==> src/rtl/legv8_pkg.sv <==
// ---------------------------------------------------------------------------
// legv8_pkg
// Shared definitions for the multicycle LEGv8 main control FSM:
//   - FSM state encodings (state_e)
//   - full 11-bit opcodes and the CBZ / B prefix patterns
//   - alu_op codes consumed by the ALU control decoder
//   - alu_src_b select codes
//   - opclass_t, the decoded opcode class bundle
// ---------------------------------------------------------------------------
package legv8_pkg;

  typedef enum logic [3:0] {
    S_FETCH     = 4'd0,
    S_DECODE    = 4'd1,
    S_MEM_ADDR  = 4'd2,
    S_MEM_READ  = 4'd3,
    S_LOAD_WB   = 4'd4,
    S_MEM_WRITE = 4'd5,
    S_EXECUTE   = 4'd6,
    S_R_WB      = 4'd7,
    S_BRANCH    = 4'd8,
    S_JUMP      = 4'd9,
    S_TRAP      = 4'd15
  } state_e;

  // Full-width opcodes (IR[31:21])
  localparam logic [10:0] OPC_ADD  = 11'b100_0101_1000;
  localparam logic [10:0] OPC_SUB  = 11'b110_0101_1000;
  localparam logic [10:0] OPC_AND  = 11'b100_0101_0000;
  localparam logic [10:0] OPC_ORR  = 11'b101_0101_0000;
  localparam logic [10:0] OPC_LDUR = 11'b111_1100_0010;
  localparam logic [10:0] OPC_STUR = 11'b111_1100_0000;

  // CBZ is identified by opcode[10:3], B by opcode[10:5]
  localparam logic [7:0] CBZ_PREFIX = 8'b1011_0100;
  localparam logic [5:0] B_PREFIX   = 6'b00_0101;

  // ALU operation codes
  localparam logic [1:0] ALU_OP_ADD   = 2'b00;
  localparam logic [1:0] ALU_OP_PASSB = 2'b01;
  localparam logic [1:0] ALU_OP_RTYPE = 2'b10;

  // ALU B-operand selects
  localparam logic [1:0] ALUB_REG     = 2'b00;
  localparam logic [1:0] ALUB_FOUR    = 2'b01;
  localparam logic [1:0] ALUB_IMM     = 2'b10;
  localparam logic [1:0] ALUB_IMM_SH2 = 2'b11;

  typedef struct packed {
    logic rtype;
    logic load;
    logic store;
    logic cbz;
    logic b;
    logic illegal;
  } opclass_t;

endpackage

==> src/rtl/legv8_opclass.sv <==
// ---------------------------------------------------------------------------
// legv8_opclass
// Purely combinational opcode classifier. Exactly one field of o_class is
// set for any input; anything not recognised is flagged illegal.
// Ports:
//   i_opcode [10:0]  IR[31:21]
//   o_class          {rtype, load, store, cbz, b, illegal}
// ---------------------------------------------------------------------------
module legv8_opclass
  import legv8_pkg::*;
(
  input  logic [10:0] i_opcode,
  output opclass_t    o_class
);

  logic w_rtype;
  logic w_load;
  logic w_store;
  logic w_cbz;
  logic w_b;

  assign w_rtype = (i_opcode == OPC_ADD) || (i_opcode == OPC_SUB) ||
                   (i_opcode == OPC_AND) || (i_opcode == OPC_ORR);
  assign w_load  = (i_opcode == OPC_LDUR);
  assign w_store = (i_opcode == OPC_STUR);
  assign w_cbz   = (i_opcode[10:3] == CBZ_PREFIX);
  assign w_b     = (i_opcode[10:5] == B_PREFIX);

  assign o_class.rtype   = w_rtype;
  assign o_class.load    = w_load;
  assign o_class.store   = w_store;
  assign o_class.cbz     = w_cbz;
  assign o_class.b       = w_b;
  assign o_class.illegal = ~(w_rtype | w_load | w_store | w_cbz | w_b);

endmodule

==> src/rtl/legv8_multicycle_ctrl.sv <==
// ---------------------------------------------------------------------------
// legv8_multicycle_ctrl
// Main control FSM of the multicycle LEGv8 core. Steps one instruction at a
// time through FETCH / DECODE / EXECUTE / MEM / WB and drives the datapath
// mux selects, write enables and the 2-bit ALU-op code.
//
// Memory handshake: a memory access (FETCH, MEM_READ, MEM_WRITE) holds its
// request high and the FSM stays in that state until mem_ready=1, which marks
// the cycle the access completes; the state advances on that cycle's edge.
//
// Parameters:
//   PERF_W        width of the performance counters
//   ILLEGAL_HALT  1 = illegal opcode parks the FSM in TRAP, 0 = skip it
// Optional build macro:
//   LEGV8_MC_PERF_EN  adds cycle_cnt / instr_cnt outputs
// Ports:
//   clk, reset            clock, synchronous active-high reset
//   opcode[10:0]          IR[31:21], valid from DECODE onward
//   zero                  ALU zero flag (consumed by the datapath PC logic)
//   mem_ready             memory completes the current access this cycle
//   pc_write .. alu_op    datapath controls (all 0 while reset=1)
//   illegal               one-cycle pulse in DECODE on an undecodable opcode
//   state_o[3:0]          current state for debug
//   cycle_cnt, instr_cnt  performance counters (LEGV8_MC_PERF_EN only)
// ---------------------------------------------------------------------------
module legv8_multicycle_ctrl
  import legv8_pkg::*;
#(
  parameter int PERF_W       = 32,
  parameter bit ILLEGAL_HALT = 1'b1
) (
  input  logic              clk,
  input  logic              reset,
  input  logic [10:0]       opcode,
  input  logic              zero,
  input  logic              mem_ready,
  output logic              pc_write,
  output logic              pc_write_cond,
  output logic              pc_source,
  output logic              ir_write,
  output logic              mem_read,
  output logic              mem_write,
  output logic              i_or_d,
  output logic              mem_to_reg,
  output logic              reg_write,
  output logic              reg2loc,
  output logic              alu_src_a,
  output logic [1:0]        alu_src_b,
  output logic [1:0]        alu_op,
  output logic              illegal,
  output logic [3:0]        state_o
`ifdef LEGV8_MC_PERF_EN
  ,
  output logic [PERF_W-1:0] cycle_cnt,
  output logic [PERF_W-1:0] instr_cnt
`endif
);

  if (PERF_W < 1) begin : g_perf_w_check
    $error("PERF_W must be at least 1");
  end

  state_e   r_state;
  opclass_t w_class;

  // The zero flag qualifies pc_write_cond inside the datapath; the FSM only
  // has to raise pc_write_cond in BRANCH, so zero is not needed here.
  logic w_unused_zero;
  assign w_unused_zero = zero;

  legv8_opclass u_opclass (
    .i_opcode (opcode),
    .o_class  (w_class)
  );

  // -------------------------------------------------------------------------
  // State register and next-state logic
  // -------------------------------------------------------------------------
  always_ff @(posedge clk) begin
    if (reset) begin
      r_state <= S_FETCH;
    end else begin
      case (r_state)
        S_FETCH:     if (mem_ready) r_state <= S_DECODE;
        S_DECODE: begin
          if (w_class.rtype)                     r_state <= S_EXECUTE;
          else if (w_class.load || w_class.store) r_state <= S_MEM_ADDR;
          else if (w_class.cbz)                   r_state <= S_BRANCH;
          else if (w_class.b)                     r_state <= S_JUMP;
          else                                    r_state <= ILLEGAL_HALT ? S_TRAP : S_FETCH;
        end
        S_MEM_ADDR:  r_state <= w_class.store ? S_MEM_WRITE : S_MEM_READ;
        S_MEM_READ:  if (mem_ready) r_state <= S_LOAD_WB;
        S_LOAD_WB:   r_state <= S_FETCH;
        S_MEM_WRITE: if (mem_ready) r_state <= S_FETCH;
        S_EXECUTE:   r_state <= S_R_WB;
        S_R_WB:      r_state <= S_FETCH;
        S_BRANCH:    r_state <= S_FETCH;
        S_JUMP:      r_state <= S_FETCH;
        S_TRAP:      r_state <= S_TRAP;
        default:     r_state <= S_FETCH;
      endcase
    end
  end

  // -------------------------------------------------------------------------
  // Output decode. Moore outputs from r_state, plus the FETCH Mealy terms
  // (ir_write / pc_write follow mem_ready) and the DECODE illegal pulse.
  // Everything is held at 0 during reset so an aborted instruction can never
  // write anything on the reset cycle.
  // -------------------------------------------------------------------------
  always_comb begin
    pc_write      = 1'b0;
    pc_write_cond = 1'b0;
    pc_source     = 1'b0;
    ir_write      = 1'b0;
    mem_read      = 1'b0;
    mem_write     = 1'b0;
    i_or_d        = 1'b0;
    mem_to_reg    = 1'b0;
    reg_write     = 1'b0;
    reg2loc       = 1'b0;
    alu_src_a     = 1'b0;
    alu_src_b     = ALUB_REG;
    alu_op        = ALU_OP_ADD;
    illegal       = 1'b0;
    state_o       = 4'd0;
    if (!reset) begin
      state_o = r_state;
      case (r_state)
        S_FETCH: begin
          mem_read  = 1'b1;
          alu_src_b = ALUB_FOUR;
          ir_write  = mem_ready;
          pc_write  = mem_ready;
        end
        S_DECODE: begin
          // Branch target PC + (imm<<2) is parked in ALUOut for BRANCH/JUMP
          alu_src_b = ALUB_IMM_SH2;
          reg2loc   = w_class.store | w_class.cbz;
          illegal   = w_class.illegal;
        end
        S_MEM_ADDR: begin
          alu_src_a = 1'b1;
          alu_src_b = ALUB_IMM;
          reg2loc   = w_class.store;
        end
        S_MEM_READ: begin
          mem_read = 1'b1;
          i_or_d   = 1'b1;
        end
        S_LOAD_WB: begin
          reg_write  = 1'b1;
          mem_to_reg = 1'b1;
        end
        S_MEM_WRITE: begin
          mem_write = 1'b1;
          i_or_d    = 1'b1;
          reg2loc   = 1'b1;
        end
        S_EXECUTE: begin
          alu_src_a = 1'b1;
          alu_op    = ALU_OP_RTYPE;
        end
        S_R_WB: begin
          reg_write = 1'b1;
        end
        S_BRANCH: begin
          alu_src_a     = 1'b1;
          alu_op        = ALU_OP_PASSB;
          reg2loc       = 1'b1;
          pc_write_cond = 1'b1;
          pc_source     = 1'b1;
        end
        S_JUMP: begin
          pc_write  = 1'b1;
          pc_source = 1'b1;
        end
        default: ;
      endcase
    end
  end

`ifdef LEGV8_MC_PERF_EN
  // -------------------------------------------------------------------------
  // Performance counters
  // -------------------------------------------------------------------------
  logic [PERF_W-1:0] r_cycle_cnt;
  logic [PERF_W-1:0] r_instr_cnt;
  logic              w_complete;

  // An instruction retires on the edge that takes the FSM back into FETCH
  always_comb begin
    w_complete = 1'b0;
    case (r_state)
      S_LOAD_WB, S_R_WB, S_BRANCH, S_JUMP: w_complete = 1'b1;
      S_MEM_WRITE: w_complete = mem_ready;
      S_DECODE:    w_complete = w_class.illegal & ~ILLEGAL_HALT;
      default:     w_complete = 1'b0;
    endcase
  end

  always_ff @(posedge clk) begin
    if (reset) begin
      r_cycle_cnt <= '0;
      r_instr_cnt <= '0;
    end else begin
      if (r_state != S_TRAP) r_cycle_cnt <= r_cycle_cnt + PERF_W'(1);
      if (w_complete)        r_instr_cnt <= r_instr_cnt + PERF_W'(1);
    end
  end

  assign cycle_cnt = reset ? '0 : r_cycle_cnt;
  assign instr_cnt = reset ? '0 : r_instr_cnt;
`endif

endmodule
==> config.mk <==
export PLATFORM = sky130hd
export DESIGN_NAME = legv8_multicycle_ctrl
export DESIGN_NICKNAME = d
export VERILOG_FILES = /design/src/rtl/legv8_pkg.sv /design/src/rtl/legv8_opclass.sv /design/src/rtl/legv8_multicycle_ctrl.sv
export SDC_FILE = /design/constraint.sdc
export NUM_CORES = 1
export LEC_CHECK = 0
export ABC_AREA = 0
export ABC_CLOCK_PERIOD_IN_PS = 2740
export CORE_MARGIN = 2
export CORE_UTILIZATION = 43
export CTS_CLUSTER_DIAMETER = 100
export CTS_CLUSTER_SIZE = 30
export DETAILED_ROUTE_END_ITERATION = 10
export PLACE_DENSITY = 0.89
export SYNTH_ARGS = -nofsm -noshare
export SYNTH_HDL_FRONTEND = slang
export SYNTH_SLANG_ARGS = --single-unit
==> constraint.sdc <==
create_clock -name clk -period 2.74 [get_ports clk]
set_input_delay 0.822 -clock clk [delete_from_list [all_inputs] [get_ports clk]]
set_output_delay 0.822 -clock clk [all_outputs]
set_load 0.01 [all_outputs]
==> impl_metrics.json <==
{
  "synth_top_cell_area_share_pct": 11.2,
  "path_class": "in2out",
  "reg2reg_from": "r_state[3]",
  "critPathSlowestCell": "o41ai_2",
  "rsz0062_at_grt": "yes",
  "top_regs": "r_state x4",
  "grt.total_usage_pct": 31.2,
  "drc": 0,
  "final_area_mm2": 0.00127,
  "final_nets": 176,
  "viasPerCell": 6.45,
  "synth_nets": 118,
  "end_kind": "output port",
  "core_area_mm2": 0.00154,
  "die_area_mm2": 0.00201,
  "grt_max_degree": 19,
  "cts_buffer_depth": 2,
  "place.gp.congestion": 0.862,
  "reg2reg_slack_ps": 1130,
  "cp.depth": 7,
  "first_global_vias": 1037,
  "portBuffers": 33,
  "drt_wl_total_mm": 3.08,
  "crit_required_ps": 1920,
  "slew_violations": 0,
  "syn_inst": 103,
  "worstPathArrival_ps": 1980,
  "clock_skew_ps": 0.157,
  "drt-initial-drc-count": 71,
  "htreeDepth": 1,
  "avgSynthCellArea_um2": 6.95,
  "ys_warn_count": 0,
  "synth.yosys.seq_area_share_pct": 11.2,
  "cts_num_sinks": 4,
  "worstPathMaxFanout": 3,
  "largest_register": "r_state",
  "ys_seq_elements": 4,
  "yosys.area.top_type": "dfxtp_1",
  "start_util_pct": 46.4,
  "cp_top_family": "compound AO/OA/AOI/OAI gates",
  "ant_nets": 0,
  "ir_drop_v": 0.000274,
  "ys_types": 46,
  "hp-class": "reg2reg",
  "numCtsBuffers": 3,
  "crit_end": "reg2loc",
  "clk_latency_ps": 230,
  "post-route-min-period_ps": 2800,
  "fin_crit_sh_pct": 102,
  "hold_violations": 0,
  "crit_chain": "buf_8, nor4b_4, a22oi_2, o41ai_2, a32oi_1, nor2_1, buf_2",
  "diodes": 0,
  "drive_gt1_share_pct": 45.3,
  "cap_viol_max_count": 0,
  "worstReg2RegEnd": "r_state[2]",
  "grt_overflow_total": 0,
  "hpwl_mm": 2.10,
  "largest_register_ffs": 4,
  "ios": 35,
  "setup_viol": 3,
  "grt_pass1_wl_mm": 4.62,
  "fp.dieH_um": 44.8,
  "rows": 14,
  "leakage_nw": 0.609,
  "violations": "negative setup slack",
  "synthesis.area_um2": 716,
  "wl_per_cell_um": 17.6,
  "antenna_found_initial": 0,
  "drt_first_pass_iters": 5,
  "pwr_density_cell_mw_per_mm2": 507,
  "mostFrequentLayoutCell": "buf_4",
  "synthTopCellsByArea": "dfxtp_1, nand2_1, nor2_1",
  "r2r_cells": 5,
  "cts_tree": "yes",
  "cp-start-kind": "input pin",
  "clkSlewWorstSetupHoldPaths_ps": 40,
  "vias": 1129,
  "die_x_um": 44.8,
  "relSlewSlack_pct": 74.7,
  "fmax_ghz": 0.357,
  "post_dp_cell_area_mm2": 0.00119,
  "status": "complete, but fails checks",
  "timing.critical_path.buf_inv": 2,
  "worst_slack_ps": -64.7,
  "area_growth_pct": 78.1,
  "clock-root-buffer": "clkbuf_4",
  "cp_slowest_stage_delay_ps": 320,
  "tightest_slew_ps": 379,
  "hold_buffers": 0,
  "setup_tns_ps": -125,
  "final_cell_mix": "buf_4, dlygate4sd2_1, nor2_1, nand2_1, clkbuf_2",
  "critPathLaunch": "opcode[5]"
}
[Yosys cell counts (all sizes together)]
| library cell | instances |
|---|---|
| nor4 | 3 |
| xnor2 | 1 |
| or2 | 1 |
| or4 | 1 |
| and3 | 1 |
| inv | 4 |
| and4bb | 2 |
| a31oi | 1 |
| a32oi | 1 |
| a311oi | 1 |
| nor2b | 5 |
| buf | 7 |
| nor2 | 10 |
| and3b | 1 |
| o22ai | 1 |
| o211ai | 3 |
| xor2 | 1 |
| o311ai | 1 |
| a21oi | 8 |
| nand2b | 3 |
| a222oi | 1 |
| nor4b | 4 |
| o41ai | 1 |
| or2b | 1 |
| dfxtp | 4 |
| clkbuf | 1 |
| o21ai | 6 |
| nand3b | 1 |
| mux2i | 1 |
| a22oi | 1 |
| clkinv | 1 |
| nand3 | 2 |
| a2111oi | 2 |
| a41oi | 1 |
| or3 | 1 |
| nand2 | 12 |
| nor3 | 7 |
[metal layers]
| layer | routed length [um] | global-route usage, % | vias up |
|---|---|---|---|
| li1 | - | - | 498 |
| met3 | 243 | 5.20 | 26 |
| met2 | 1470 | 57.7 | 74 |
| met4 | 176 | 10.6 | 0 |
| met5 | 0 | 0 | - |
| met1 | 1190 | 35.9 | 531 |
[worst register-to-register path, stage by stage, from the launching register on]
cell and delay [ps]:
dfxtp_1 410, buf_4 230, or2_4 290, o311ai_1 230, o211ai_1 140, a311oi_1 220
[power breakdown]
part | internal (W) | switching, W | leakage [nW]
Combinational | 0.000217 | 0.000261 | 0.563
Sequential | 0.0000721 | 0.0000225 | 0.0328
Clock | 0.0000491 | 0.0000249 | 0.0138
Total | 0.000338 | 0.000309 | 0.609
[cell families after synthesis]
family | after synthesis | share of synthesized area, %
simple gates | 55 | 47.2
mux | 1 | 1.40
xor+xnor | 2 | 2.45
flops | 4 | 11.2
compound gates | 28 | 28.8
buf+inv | 13 | 8.91
[how the worst min path moves through the flow]
| stage | startpoint | endpoint | depth (start not counted) |
|---|---|---|---|
| floorplan | r_state[2] | r_state[3] | 2 |
| global placement | r_state[3] | r_state[3] | 2 |
| detailed placement | r_state[3] | r_state[3] | 2 |
| CTS | r_state[3] | r_state[3] | 2 |
| global route | r_state[3] | r_state[3] | 2 |
| finish | r_state[3] | r_state[3] | 2 |
[metrics by stage]
step,instances,hold slack (ps),util (%),power [W],setup slack [ps]
final,175,709,82.7,0.000647,-64.7
after global routing,175,737,82.7,0.000685,-154
after CTS,172,684,79.9,0.000621,-178
after detailed placement,167,656,77.4,0.000561,-773
after global placement,167,630,77.4,0.000542,-728
after floorplan,103,561,-,0.000363,248
[repair_timing]
item | CTS | global route
gates resized for setup | 62 | 43
setup buffers | 2 | 3
pin swaps | 9 | 10
setup endpoints to repair | 20 | 12
[cell type report]
type	instances	area, um^2
Multi-Input combinational cell	86	648
Inverter	5	18.8
Timing Repair Buffer	61	485
Fill cell	105	267
Tap cell	16	20.0
Sequential cell	4	80.1
Clock buffer	3	22.5
Power figures use the tool's default switching activity.
